$ cat src/rtl/param_pipe_counter_pkg.sv
// Purpose: shared constants for param_pipe_counter (count direction, default geometry).
// Latency: n/a (package only).
// Backpressure: n/a.
package param_pipe_counter_pkg;

    // Count direction as sampled on the dir port.
    typedef enum logic {
        DIR_UP   = 1'b0,
        DIR_DOWN = 1'b1
    } dir_e;

    localparam int DEF_WIDTH  = 7;
    localparam int DEF_STAGES = 2;
    localparam int DEF_MODULO = 100;

endpackage

$ cat src/rtl/param_pipe_counter_pipe_stage.sv
// Purpose: one register slot of the count delay line, carrying a value and its valid flag.
// Latency: 1 cycle from d/vld_in to q/vld.
// Backpressure: none; captures every rising edge.
//
// Ports:
//   clk, rst   - clock, asynchronous active-high reset (clears q and vld)
//   d, vld_in  - value and valid flag from the previous slot (or the live count)
//   q, vld     - registered value and valid flag
module pipe_stage
    import param_pipe_counter_pkg::*;
#(
    parameter int WIDTH = DEF_WIDTH
) (
    input  logic             clk,
    input  logic             rst,
    input  logic [WIDTH-1:0] d,
    input  logic             vld_in,
    output logic [WIDTH-1:0] q,
    output logic             vld
);

    always_ff @(posedge clk or posedge rst) begin
        if (rst) begin
            q   <= '0;
            vld <= 1'b0;
        end else begin
            q   <= d;
            vld <= vld_in;
        end
    end

endmodule

$ cat src/rtl/param_pipe_counter.sv
// Purpose: modulo up/down counter with clear/load and a free-running delay line of the count.
// Latency: cnt and wrap update 1 cycle after the controlling inputs; cnt_pipe slice k lags cnt by k+1 cycles.
// Backpressure: none; every edge is acted on (priority clr > load > en).
//
// Ports:
//   clk, rst        - clock, asynchronous active-high reset (all outputs to 0 without a clock)
//   en, dir         - count enable and direction (0 up, 1 down)
//   load, load_val  - synchronous load; values >= MODULO saturate to MODULO-1
//   clr             - synchronous clear to 0
//   cnt             - live count, always < MODULO
//   cnt_pipe        - STAGES delayed copies of cnt, LSB slice newest
//   vld_pipe        - bit k set once slice k holds a post-reset value
//   wrap            - one-cycle pulse registered with a wrapping count step
module param_pipe_counter
    import param_pipe_counter_pkg::*;
#(
    parameter int WIDTH  = DEF_WIDTH,
    parameter int STAGES = DEF_STAGES,
    parameter int MODULO = DEF_MODULO
) (
    input  logic                     clk,
    input  logic                     rst,
    input  logic                     en,
    input  logic                     dir,
    input  logic                     load,
    input  logic [WIDTH-1:0]         load_val,
    input  logic                     clr,
    output logic [WIDTH-1:0]         cnt,
    output logic [STAGES*WIDTH-1:0]  cnt_pipe,
    output logic [STAGES-1:0]        vld_pipe,
    output logic                     wrap
);

    // Compares are done one bit wider so MODULO = 2^WIDTH stays representable.
    localparam logic [WIDTH:0] MOD_MAX = (WIDTH+1)'(MODULO - 1);

    logic [WIDTH-1:0] cnt_nxt;
    logic             wrap_nxt;
    logic             at_top;
    logic             at_zero;
    logic             lv_over;

    assign at_top  = ({1'b0, cnt} >= MOD_MAX);
    assign at_zero = (cnt == '0);
    assign lv_over = ({1'b0, load_val} > MOD_MAX);

    always_comb begin
        cnt_nxt  = cnt;
        wrap_nxt = 1'b0;
        if (clr) begin
            cnt_nxt = '0;
        end else if (load) begin
            cnt_nxt = lv_over ? MOD_MAX[WIDTH-1:0] : load_val;
        end else if (en) begin
            if (dir_e'(dir) == DIR_DOWN) begin
                if (at_zero) begin
                    cnt_nxt  = MOD_MAX[WIDTH-1:0];
                    wrap_nxt = 1'b1;
                end else begin
                    cnt_nxt = cnt - WIDTH'(1);
                end
            end else begin
                // cnt < MODULO-1 here, so the WIDTH-bit increment cannot overflow.
                if (at_top) begin
                    cnt_nxt  = '0;
                    wrap_nxt = 1'b1;
                end else begin
                    cnt_nxt = cnt + WIDTH'(1);
                end
            end
        end
    end

    always_ff @(posedge clk or posedge rst) begin
        if (rst) begin
            cnt  <= '0;
            wrap <= 1'b0;
        end else begin
            cnt  <= cnt_nxt;
            wrap <= wrap_nxt;
        end
    end

    // Delay line: slot 0 samples the live count, slot k samples slot k-1.
    // The valid flags form a shift register of 1s filling from slot 0 after reset.
    logic [WIDTH-1:0] stage_q [STAGES];
    logic [STAGES-1:0] stage_v;

    for (genvar k = 0; k < STAGES; k++) begin : g_stage
        logic [WIDTH-1:0] d_in;
        logic             v_in;

        if (k == 0) begin : g_head
            assign d_in = cnt;
            assign v_in = 1'b1;
        end else begin : g_body
            assign d_in = stage_q[k-1];
            assign v_in = stage_v[k-1];
        end

        pipe_stage #(
            .WIDTH (WIDTH)
        ) u_stage (
            .clk    (clk),
            .rst    (rst),
            .d      (d_in),
            .vld_in (v_in),
            .q      (stage_q[k]),
            .vld    (stage_v[k])
        );

        assign cnt_pipe[k*WIDTH +: WIDTH] = stage_q[k];
    end

    assign vld_pipe = stage_v;

endmodule

$ cat config.mk
export PLATFORM = sky130hd
export DESIGN_NAME = param_pipe_counter
export DESIGN_NICKNAME = d
export VERILOG_FILES = /design/src/rtl/param_pipe_counter_pkg.sv /design/src/rtl/param_pipe_counter_pipe_stage.sv /design/src/rtl/param_pipe_counter.sv
export SDC_FILE = /design/constraint.sdc
export NUM_CORES = 1
export LEC_CHECK = 0
export ABC_AREA = 1
export BUFFER_PORTS_ARGS = -buffer_cell sky130_fd_sc_hd__buf_2
export CAP_MARGIN = 20
export CORE_ASPECT_RATIO = 0.9
export CORE_MARGIN = 2
export CORE_UTILIZATION = 53
export CTS_BUF_LIST = sky130_fd_sc_hd__clkbuf_8
export DETAILED_ROUTE_END_ITERATION = 7
export GPL_TIMING_DRIVEN = 0
export PLACE_DENSITY = 0.78
export SYNTH_ARGS = -nofsm -noshare
export SYNTH_HDL_FRONTEND = slang
export SYNTH_HIERARCHICAL = 1
export SYNTH_SLANG_ARGS = --single-unit
$ cat constraint.sdc
create_clock -name clk -period 1.9 [get_ports clk]
set_input_delay 0.19 -clock clk [delete_from_list [all_inputs] [get_ports clk]]
set_output_delay 0.19 -clock clk [all_outputs]
set_load 0.01 [all_outputs]
**Yosys cells after proc, flatten, opt, wreduce, memory -nomap -nowiden**

Cells that the tools add are included.

- Reduce and logical (&&, ||, !) cells: 2
- $add $sub $neg: 2
- Multiplexer cells: 13
- $lt $le $gt $ge: 2

Operators by type and width:

| operator | number |
|---|---|
| $mux W7 | 7 |
| $add A7 B1 Y7 const B | 1 |
| $ge A7 B7 Y1 const B | 1 |
| $gt A7 B7 Y1 const B | 1 |
| $logic_not A7 Y1 | 1 |
| $sub A7 B1 Y7 const B | 1 |
| $mux W1 | 6 |
| $reduce_bool A3 Y1 | 1 |

- Output and inout bits: 24
- Word-level logic and storage cells: 25
- Register bits: 24
- Input bits: 13

**Logic depth before layout (Yosys ltp)**

Gate-level depths: netlist of run 1.

- Depth after elaboration: 6
- Gate-level depth with buffers: 11

**Cells and area by module**

The synthesis of run 1 kept the hierarchy.

By module, submodules not included:

| module | times used | cells an instance | area an instance (um2) | seq. area each (um2) |
|---|---|---|---|---|
| param_pipe_counter | 1 | 145 | 892.1 | 200.2 |
| pipe_stage | 2 | 9 | 203.9 | 200.2 |

**Worst setup path before layout of run 1**

Ideal clock, no wire load.

- Path type: flip-flop to flip-flop
- Start: register cnt[0]
- End: register cnt[4]
- Stages on the path, launching flop included: 12
- Data arrival time: 1.317 ns
- Slack: 0.466 ns
- Path buffers: 0
- Data required time: 1.783 ns
- Period minus slack after synthesis: 1.434 ns
- Library setup time: 0.117 ns
- Cell sequence: dfrtp_1 inv_1 ha_1 nand2_1 o21ai_1 nand2_1 nand2_1 nand2_1 nand2_1 nand2_1 nand2_1 nand2_1

- Cells in the longest elaborated chain, start to end: 6

RTL lines:

| item | line | RTL |
|---|---|---|
| from (decl) | param_pipe_counter.sv:28 | `output logic [WIDTH-1:0] cnt,` |
| from (signal assigned) | param_pipe_counter.sv:79 | `cnt <= cnt_nxt;` |
| $add A7 B1 Y7 (tied with other cells) | param_pipe_counter.sv:68 | `cnt_nxt = cnt + WIDTH'(1);` |
| $mux W7, on equally long branches | param_pipe_counter.sv:64, param_pipe_counter.sv:56 |  |
| $mux W7 (*) | param_pipe_counter.sv:55 | `if (dir_e'(dir) == DIR_DOWN) begin` |
| $mux W7 (*) | param_pipe_counter.sv:54 | `end else if (en) begin` |
| $mux W7 (*) | param_pipe_counter.sv:52 | `end else if (load) begin` |
| $mux W7 (*) | param_pipe_counter.sv:50 | `if (clr) begin` |

Every way passes the cells marked *; elsewhere a longest branch is shown, timed or not. The select of a mux whose other input is x is not followed.
A chain may end at the register's enable or synchronous reset.

**Final worst setup path of run 1**

Ends and elaborated chain as after synthesis.

==> impl_metrics.tcl, run 1 <==
set metrics [dict create \
    status "finished, final reports clean" \
    p_switching_mw 0.390 \
    cts-buffers-inserted 3 \
    synthCells 163 \
    grt_pass1_wl_um 4490 \
    peakVddDrop_mv 0.733 \
    h-tree-depth 1 \
    finalPower_mw 1.36 \
    drive_gt1_frac 0.333 \
    grtUsageTotal 0.203 \
    maxSlewViolCount 0 \
    rows 17 \
    post_cts_resize_count 0 \
    ctsHoldBuffers 1 \
    intPower_mw 0.969 \
    routedWlPerCell_um 11.5 \
    min_period_ps 1600 \
    grt_overflow 0 \
    pre_cts_ws_ps 316 \
    hold_viol_final 0 \
    finalWeightedCongestion 0.878 \
    area_growth_pct 22.8 \
    powerDensity_nw_per_um2 851 \
    combPwrFrac 0.243 \
    fin_ws_ps 304 \
    fmax_mhz 626 \
    nets 221 \
    synthesis.area_um2 1300 \
    top_level_ports 37 \
    cts_setup_buffers 0 \
    cp-end-kind "flop" \
    hp-class "primary input to flop" \
    first_pass_iters 4 \
    drt-total-wl_um 2670 \
    core-area_um2 2380 \
    die_area_um2 2870 \
    num_antenna_cells 0 \
    port_buffers 36 \
    worstSetupPathType "flop to flop" \
    antenna_found_initial 0 \
    synth-seq-cells 24 \
    hold_ws_ps 147 \
    vias 1188 \
    rsz0062_at_grt "no" \
    power_leakage_nw 0.909 \
    initial_utilization 0.546 \
    clk_pin_slew_ps 80 \
    start_kind "flop" \
    ys_warn_count 6 \
    die_w_um 56.2 \
    dp_hpwl_um 2190 \
    yosysSeqAreaShare 0.462 \
    postSynthAreaPerCell_um2 7.98 \
    viasPerCell 5.12 \
    required_ps 2060 \
    ant_nets 0 \
    grt_pass1_vias 1068 \
    drtIter0Drc 40 \
    setup_tns_ps 0 \
    cts_buffer_depth 2 \
    cts_tree "yes" \
    r2r_setup_slack_ps 300 \
    switching_share 0.287 \
    synth_nets 179 \
    clock_sinks 24 \
    clk_latency_ps 260 \
    arrival_ps 1750 \
    setup_violations 0 \
    drc 0 \
    max-cap-violations 0 \
    grt_start_max_net_pins 15 \
    cts_root_buf "clkbuf_8" \
    skew_ps 1.08 \
    p_clk_frac 0.316 \
    p_seq_frac 0.441 \
    fin_crit_sh 0.840 \
    synth.distinct_cells 26 \
    crit_fanout 7 \
    die_y_um 51.0 \
]
==> metal layers <==
metal | up-vias | GRT usage | part of all wire
li1 | 584 | - | -
met1 | 531 | 0.246 | 0.41
met2 | 65 | 0.361 | 0.48
met3 | 8 | 0.0278 | 0.086
met4 | 0 | 0.0952 | 0.023
met5 | - | 0 | 0
==> synth_stat cells <==
cell / number / area share
nand2_1: 55 / 0.16
dfrtp_1: 24 / 0.46
nand3_1: 15 / 0.058
inv_1: 14 / 0.040
nor2_1: 10 / 0.029
inv_2: 8 / 0.023
nand2_2: 5 / 0.024
o21ai_1: 4 / 0.015
ha_1: 3 / 0.029
nor2_2: 3 / 0.014
nor2_4: 3 / 0.026
a21oi_2: 2 / 0.013
buf_6: 2 / 0.017
nand3_2: 2 / 0.015
o21ai_0: 2 / 0.0077
buf_4: 1 / 0.0058
clkbuf_8: 1 / 0.011
clkinv_1: 1 / 0.0029
conb_1: 1 / 0.0029
nand3b_1: 1 / 0.0058
nand4_1: 1 / 0.0048
nor4_2: 1 / 0.0096
o211ai_1: 1 / 0.0058
o21bai_1: 1 / 0.0058
o31ai_1: 1 / 0.0058
xor2_1: 1 / 0.0067
==> cell type report <==
| type | count | area (um2) |
|---|---|---|
| Buffer | 4 | 43.8 |
| Clock buffer | 3 | 41.3 |
| Clock inverter | 1 | 30.0 |
| Fill cell | 217 | 786 |
| Inverter | 23 | 86.3 |
| Multi-Input combinational cell | 112 | 569 |
| Sequential cell | 24 | 601 |
| Tap cell | 28 | 35.0 |
| Timing Repair Buffer | 37 | 190 |
==> stage by stage <==
stage / cells / cell area [um2] / utilization
2_1_floorplan: 163 / 1300 / -
3_3_place_gp: 227 / 1520 / 0.636
3_5_place_dp: 227 / 1520 / 0.636
4_1_cts: 232 / 1600 / 0.670
5_1_grt: 232 / 1600 / 0.670
6_report: 232 / 1600 / 0.670
==> state kept, by name (all words and copies together), names as in the netlist <==
register / count
cnt: 7
g_stage.u_stage/q: 14
g_stage.u_stage/vld: 2
wrap: 1
==> worst paths after layout <==
check	startpoint	endpoint	cells after the start
worst max-delay path	cnt[0]	cnt[4]	11
worst min-delay path	clr	wrap	2
worst max register to register	cnt[0]	cnt[4]	11
worst min register to register	g_stage[0].u_stage/q[4]	g_stage[1].u_stage/q[4]	0
max in group asynchronous	rst	cnt[0]	3
min in group asynchronous	rst	g_stage[0].u_stage/q[6]	3
==> worst max-delay path, cell delays in order, from the launching register on <==
cell	delay (ps)
dfrtp_1	450
inv_1	200
ha_1	220
nand2_1	90
o21ai_1	170
nand2_1	70
nand2_1	60
nand2_1	50
nand2_1	50
nand2_1	40
nand2_1	50
nand2_1	40
==> power groups by stage <==
stage          combinational (mW)  sequential (mW)  clock, mW
2_1_floorplan               0.199            0.627          0
3_3_place_gp                0.323            0.606          0
3_5_place_dp                0.329            0.610          0
4_1_cts                     0.332            0.600      0.437
5_1_grt                     0.370            0.606      0.458
6_report                    0.330            0.600      0.429
==> layout by cell type, fill, tap and decap left out, types with 2 or more instances in the layout <==
cell      synthesis  final
clkbuf_8          1      4
nor2_4            3      3
nor2_2            3      3
dfrtp_1          24     24
o21ai_0           2      2
ha_1              3      3
nor2_1           10     10
nand3_1          15     15
inv_1            14     14
o21ai_1           4      4
nand3_2           2      2
buf_2             0     36
a21oi_2           2      2
nand2_1          55     55
inv_2             8      8
buf_6             2      2
nand2_2           5      5
==> cell families (layout without fill, tap and decap cells) <==
logic type,Yosys count,count (layout),synth area share
adders and majority gates,3,3,0.0289
DFF,24,24,0.462
AOI/OAI and AO/OA,11,11,0.0539
buffers and inverters,27,68,0.100
xor gates and xnor gates,1,1,0.00674
other,1,1,0.00288
and+or+nand+nor,96,96,0.346
Power figures use the tool's default switching activity.
==> run 2, diff against run 1 <==
ABC_AREA = 0   (was 1)
CORE_UTILIZATION = 47   (was 53)
PLACE_DENSITY = 0.74   (was 0.78)
clock period = 1.4 ns   (was 1.9 ns; I/O delays follow)
==> run 2 against run 1 <==
  * The flow now finishes with violations (setup timing)
  * Clock-buffer cell count is 1 higher
  * Critical path type unchanged
  * Largest power group unchanged
  * Critical path depth is 5 lower
  * Routed wire length is 45% higher
  * Combinational power is 84% higher
  * Worst hold slack worse by 7.4 ps
  * Final area is 17% higher
  * Die area is 2.0% higher
  * Worst setup slack worse by 620 ps
  * Total power is 36% higher
  * Utilization is 9.8 points higher
  * Clock skew hardly changed
==> impl_metrics.tcl, run 2 <==
set metrics [dict create \
    status "finished with violations" \
    violations "setup timing" \
    r2r_setup_slack_ps -320 \
    r2r_cells 6 \
    grt_pass1_wl_um 5600 \
    worstSetupPathType "flop to flop" \
    dp_hpwl_um 1920 \
    finalNonFillerCells 206 \
    top_register "g_stage.u_stage/q" \
    r2r-end "cnt[6]" \
    hold_start "load_val[4]" \
    setup_violations 8 \
    fin_ws_ps -319 \
    nFillCells 156 \
    port_buffers 36 \
    required_ps 1580 \
    start_kind "flop" \
    hold_viol_final 0 \
    initial_utilization 0.486 \
    min_period_ps 1720 \
    synthCells 112 \
    finalPower_mw 1.85 \
    final_cell_mix "buf_2 (36), buf_4 (19), dfrtp_1 (19), nand2_1 (8), buf_6 (6)" \
    core-area_um2 2420 \
    nets 195 \
    drtIter0Drc 92 \
    timing.rr.start "cnt[0]" \
    combPwrFrac 0.328 \
    min_path_cells 3 \
    first_pass_iters 6 \
    setup_tns_ps -1870 \
    ant_nets 0 \
    clock_sinks 24 \
    arrival_ps 1900 \
    antenna_found_initial 0 \
    synthAdderAreaFrac 0.0319 \
    synth_compound_gate_area_share 0.209 \
    cts_root_buf "clkbuf_8" \
    clk_latency_ps 250 \
    h-tree-depth 1 \
    cp-end-kind "flop" \
    synth.distinct_cells 44 \
    drt-total-wl_um 3880 \
    clk_pin_slew_ps 80 \
    max-cap-violations 0 \
    switching_share 0.296 \
    synth.top_cells.by_count "dfrtp_1 (24), a21oi_1 (9), nand2_1 (8), inv_1 (7), nor3b_1 (5)" \
    grtUsageTotal 0.253 \
    p_switching_mw 0.547 \
    peakVddDrop_mv 0.811 \
    hp-class "primary input to flop" \
    dp_cells 176 \
    synth_xor_area_frac 0 \
    yosysMostFrequentCell "dfrtp_1" \
    dpl_cell_area_um2 1400 \
    grt_overflow 0 \
    hold_ws_ps 140 \
    worst_slew_pin_slew_ps 677 \
    top_level_ports 37 \
    cts_buffer_depth 2 \
    final_util 0.768 \
    grt_start_max_net_pins 14 \
    rsz0062_at_grt "yes" \
    largestRegisters "g_stage.u_stage/q (14), cnt (7), g_stage.u_stage/vld (2)" \
    num_antenna_cells 0 \
    hold_end "cnt[4]" \
    routedWlPerCell_um 18.8 \
    yosys.area_share.simple 0.198 \
    ys_warn_count 6 \
    cts_tree "yes" \
    synth_top_cell_by_area "dfrtp_1" \
    crit_fanout 4 \
    p_seq_frac 0.432 \
    yosysSeqAreaShare 0.510 \
    async_flop_share 1.00 \
    pre_cts_ws_ps -370 \
    die_w_um 56.8 \
    synth_top_flop_cell "dfrtp_1" \
    yosys-mux-area-fraction 0 \
    drc 0 \
    skew_ps 1.01 \
    vias 1276 \
    largest_reg_flops 14 \
    fin_crit_sh 1.23 \
    fmax_mhz 582 \
    synth_top_family_by_area "compound AO/OA/AOI/OAI gates" \
    p_clk_frac 0.240 \
    powerDensity_nw_per_um2 993 \
    final_area_um2 1860 \
    cts-buffers-inserted 3 \
    synthesis.area_um2 1180 \
    synth_edf_count 0 \
    grt_pass1_vias 1188 \
    finalWeightedCongestion 0.925 \
    synth_area_leaders "dfrtp_1 (51%), a21oi_1 (3.8%), ha_1 (3.2%), nor3b_1 (3.2%), nand2_1 (2.6%)" \
    postSynthAreaPerCell_um2 10.5 \
    rows 17 \
    power_leakage_nw 0.875 \
    drive_gt1_frac 0.562 \
    intPower_mw 1.30 \
    maxSlewViolCount 0 \
    synth_nets 128 \
    netlist.area_leader.share 0.510 \
    layout_commonest_cell "buf_2" \
    die_y_um 51.5 \
    max-slew-margin-rel 0.545 \
    area_growth_pct 58.1 \
    synth-seq-cells 24 \
    viasPerCell 6.19 \
    die_area_um2 2920 \
]
==> run 2: kinds of logic (layout without fill, tap and decap cells) <==
group	after synthesis	in the layout
compound gates	35	35
fa+ha+maj	3	3
buf+inv	12	78
flops	24	24
other cells	1	1
simple gates	37	37
==> run 2: power by group through the flow <==
stage	Clock, mW	Combinational (mW)	Sequential (mW)
2_1_floorplan	0	0.176	0.831
3_3_place_gp	0	0.310	0.811
3_5_place_dp	0	0.318	0.813
4_1_cts	0.453	0.495	0.792
5_1_grt	0.492	0.641	0.807
6_report	0.443	0.607	0.798
==> run 2: critical path, cell delays in order (launching register included) <==
cell and delay (ps):
dfrtp_2 460, buf_12 150, ha_4 170, a21oi_4 130
a21oi_2 90, or4_4 540, o211ai_1 100
==> run 2: how the worst max path moves through the flow <==
stage,slack [ps],startpoint,end,cells after the start
floorplan,-200,cnt[2],cnt[5],5
global placement,-340,cnt[0],cnt[4],6
detailed placement,-370,cnt[0],cnt[4],6
CTS,-250,cnt[2],cnt[5],5
global route,-380,cnt[0],cnt[2],7
finish,-320,cnt[0],cnt[6],6
==> run 2: final cells by class <==
class                      count  area, um2  area share
multi-input combinational     76        677       0.364
sequential                    24        607       0.326
timing repair buffer          62        422       0.226
clock buffer                   4       55.1      0.0296
inverter                       8       40.0      0.0215
tap                           28       35.0      0.0188
buffer                         4       26.3      0.0141
==> run 2: timing repair <==
item	CTS	global route
buffers inserted	20	4
resized for setup	28	16
hold buffers	1	0
pin swaps	15	14
cloned	1	0
endpoints found under the setup margin	8	8
endpoints found under the hold margin	24	0
==> run 2: layer usage <==
layer,global-route usage,routed length [um],up-vias
li1,-,-,552
met1,0.283,1400,605
met2,0.442,1950,90
met3,0.0430,336,29
met4,0.171,196,0
met5,0,0,-
==> run 3, diff against run 2 <==
CORE_UTILIZATION = 52   (was 47)
GPL_ROUTABILITY_DRIVEN = 0   (was not set)
PLACE_DENSITY = 0.78   (was 0.74)
clock period = 1.9 ns   (was 1.4 ns; I/O delays follow)
==> run 3 against run 2 <==
  * First-iteration DRC count down 60%
  * Worst setup slack better by 440 ps
  * Global-route usage down 3.8 points
  * The flow now finishes without violations
  * Critical endpoint unchanged
  * Sequential power down 26%
  * Total power down 40%
==> impl_metrics.tcl, run 3 (synthesis gave the netlist of run 2 again) <==
set metrics [dict create \
    core-area_um2 2160 \
    rsz0062_at_grt "no" \
    slowest_delay_ps 530 \
    skew_ps 3.19 \
    max-cap-violations 0 \
    crit_family "simple AND/OR/NAND/NOR gates" \
    min_period_ps 1780 \
    largestRegisters "g_stage.u_stage/q (14), cnt (7), g_stage.u_stage/vld (2)" \
    fmax_mhz 563 \
    setup_tns_ps 0 \
    cts-buffers-inserted 3 \
    grt_pass1_wl_um 4100 \
    power_leakage_nw 0.716 \
    dp_hpwl_um 1910 \
    area_growth_pct 23.3 \
    clock_sinks 24 \
    required_ps 2080 \
    cp-end-kind "flop" \
    die_area_um2 2660 \
    cts_root_buf "clkbuf_8" \
    first_pass_iters 4 \
    hold_ws_ps 173 \
    grt_start_max_net_pins 13 \
    vias 1068 \
    cts_setup_buffers 0 \
    layout_commonest_cell "buf_2" \
    ant_nets 0 \
    powerDensity_nw_per_um2 767 \
    die_y_um 49.1 \
    routedWlPerCell_um 14.2 \
    peakVddDrop_mv 0.383 \
    top_register "g_stage.u_stage/q" \
    viasPerCell 5.97 \
    path_cells "ha_1 > a21oi_1 > a21oi_1 > or4_1 > o211ai_1" \
    maxSlewViolCount 0 \
    grt_overflow 0 \
    clk_pin_slew_ps 80 \
    status "finished, final reports clean" \
    start_kind "flop" \
    antenna_found_initial 0 \
    top_level_ports 37 \
    fin_crit_sh 0.934 \
    cts_tree "yes" \
    setup_violations 0 \
    crit_path_frequent_cell "a21oi_1" \
    worst_slew_pin_slew_ps 605 \
    arrival_ps 1950 \
    drtIter0Drc 37 \
    cp_slowest_cell "or4_1" \
    port_buffers 36 \
    grt_pass1_vias 924 \
    nets 170 \
    max-slew-margin-rel 0.594 \
    drive_gt1_frac 0.322 \
    cts_buffer_depth 2 \
    regArea_um2 603 \
    die_w_um 54.2 \
    num_antenna_cells 0 \
    hp-class "primary input to flop" \
    path_buf_inv 0 \
    clk_latency_ps 260 \
    h-tree-depth 1 \
    worstSetupPathType "flop to flop" \
    nFillCells 167 \
    drc 0 \
    crit_fanout 10 \
    multi_input_area_um2 527 \
    initial_utilization 0.545 \
    drt-total-wl_um 2540 \
    rows 16 \
    final_util 0.671 \
    grtUsageTotal 0.214 \
    largest_reg_flops 14 \
    hold_viol_final 0 \
    final_cell_mix "buf_2 (36), dfrtp_1 (22), a21oi_1 (9), nand2_1 (8), inv_1 (7)" \
]
## run 3: cell types whose count changed in the layout (fill, tap and decap cells not counted), sizes merged
cell / change
buf: -25
clkbuf: -1
clkinv: +1
inv: -1
## run 3: power by group
part	switching [mW]	total (mW)	internal (mW)
Combinational	0.133	0.237	0.104
Clock	0.145	0.286	0.141
Sequential	0.0402	0.591	0.550
Total	0.318	1.11	0.796
## run 3: per-stage QoR
step / worst slack (ps) / std cells / instance area, um2 / power [mW]
after detailed placement: 73.7 / 175 / 1390 / 0.830
after floorplan: 248 / 112 / 1180 / 0.740
after global placement: 123 / 175 / 1390 / 0.823
final: 125 / 179 / 1450 / 1.11
after global routing: 24.1 / 179 / 1450 / 1.18
after CTS: 57.7 / 179 / 1440 / 1.11
## run 3: final timing paths
check	startpoint	endpoint	slack, ps	depth (start not counted)
worst max-delay path	cnt[0]	cnt[6]	120	5
worst min-delay path	load_val[3]	cnt[3]	170	3
worst max register to register	cnt[0]	cnt[6]	120	5
worst min register to register	g_stage[0].u_stage/q[6]	g_stage[1].u_stage/q[6]	370	0
max in group asynchronous	rst	cnt[0]	1160	3
min in group asynchronous	rst	g_stage[0].u_stage/q[6]	420	3
## run 3: layout make-up
type	instances	area share
multi-input cells	76	0.363
plain buffers	4	0.0181
flip-flops and latches	24	0.416
clock buffers	3	0.0284
well taps	27	0.0233
inverters	8	0.0207
repair buffers	37	0.131
## run 3: per-layer routing
layer | track usage | vias to the layer above | part of all wire
li1 | - | 499 | -
met1 | 0.263 | 496 | 0.41
met2 | 0.343 | 63 | 0.48
met3 | 0.0429 | 10 | 0.082
met4 | 0.117 | 0 | 0.029
met5 | 0 | - | 0
## run 3: what timing repair did
item	4_1_cts	5_1_grt
hold buffers	1	0
setup endpoints to repair	0	4
endpoints found under the hold margin	24	0
resized for setup	0	4
## run 3: worst min-delay path: stages
cell and delay (ps):
buf_2 90, a22oi_1 60, nand2_1 60
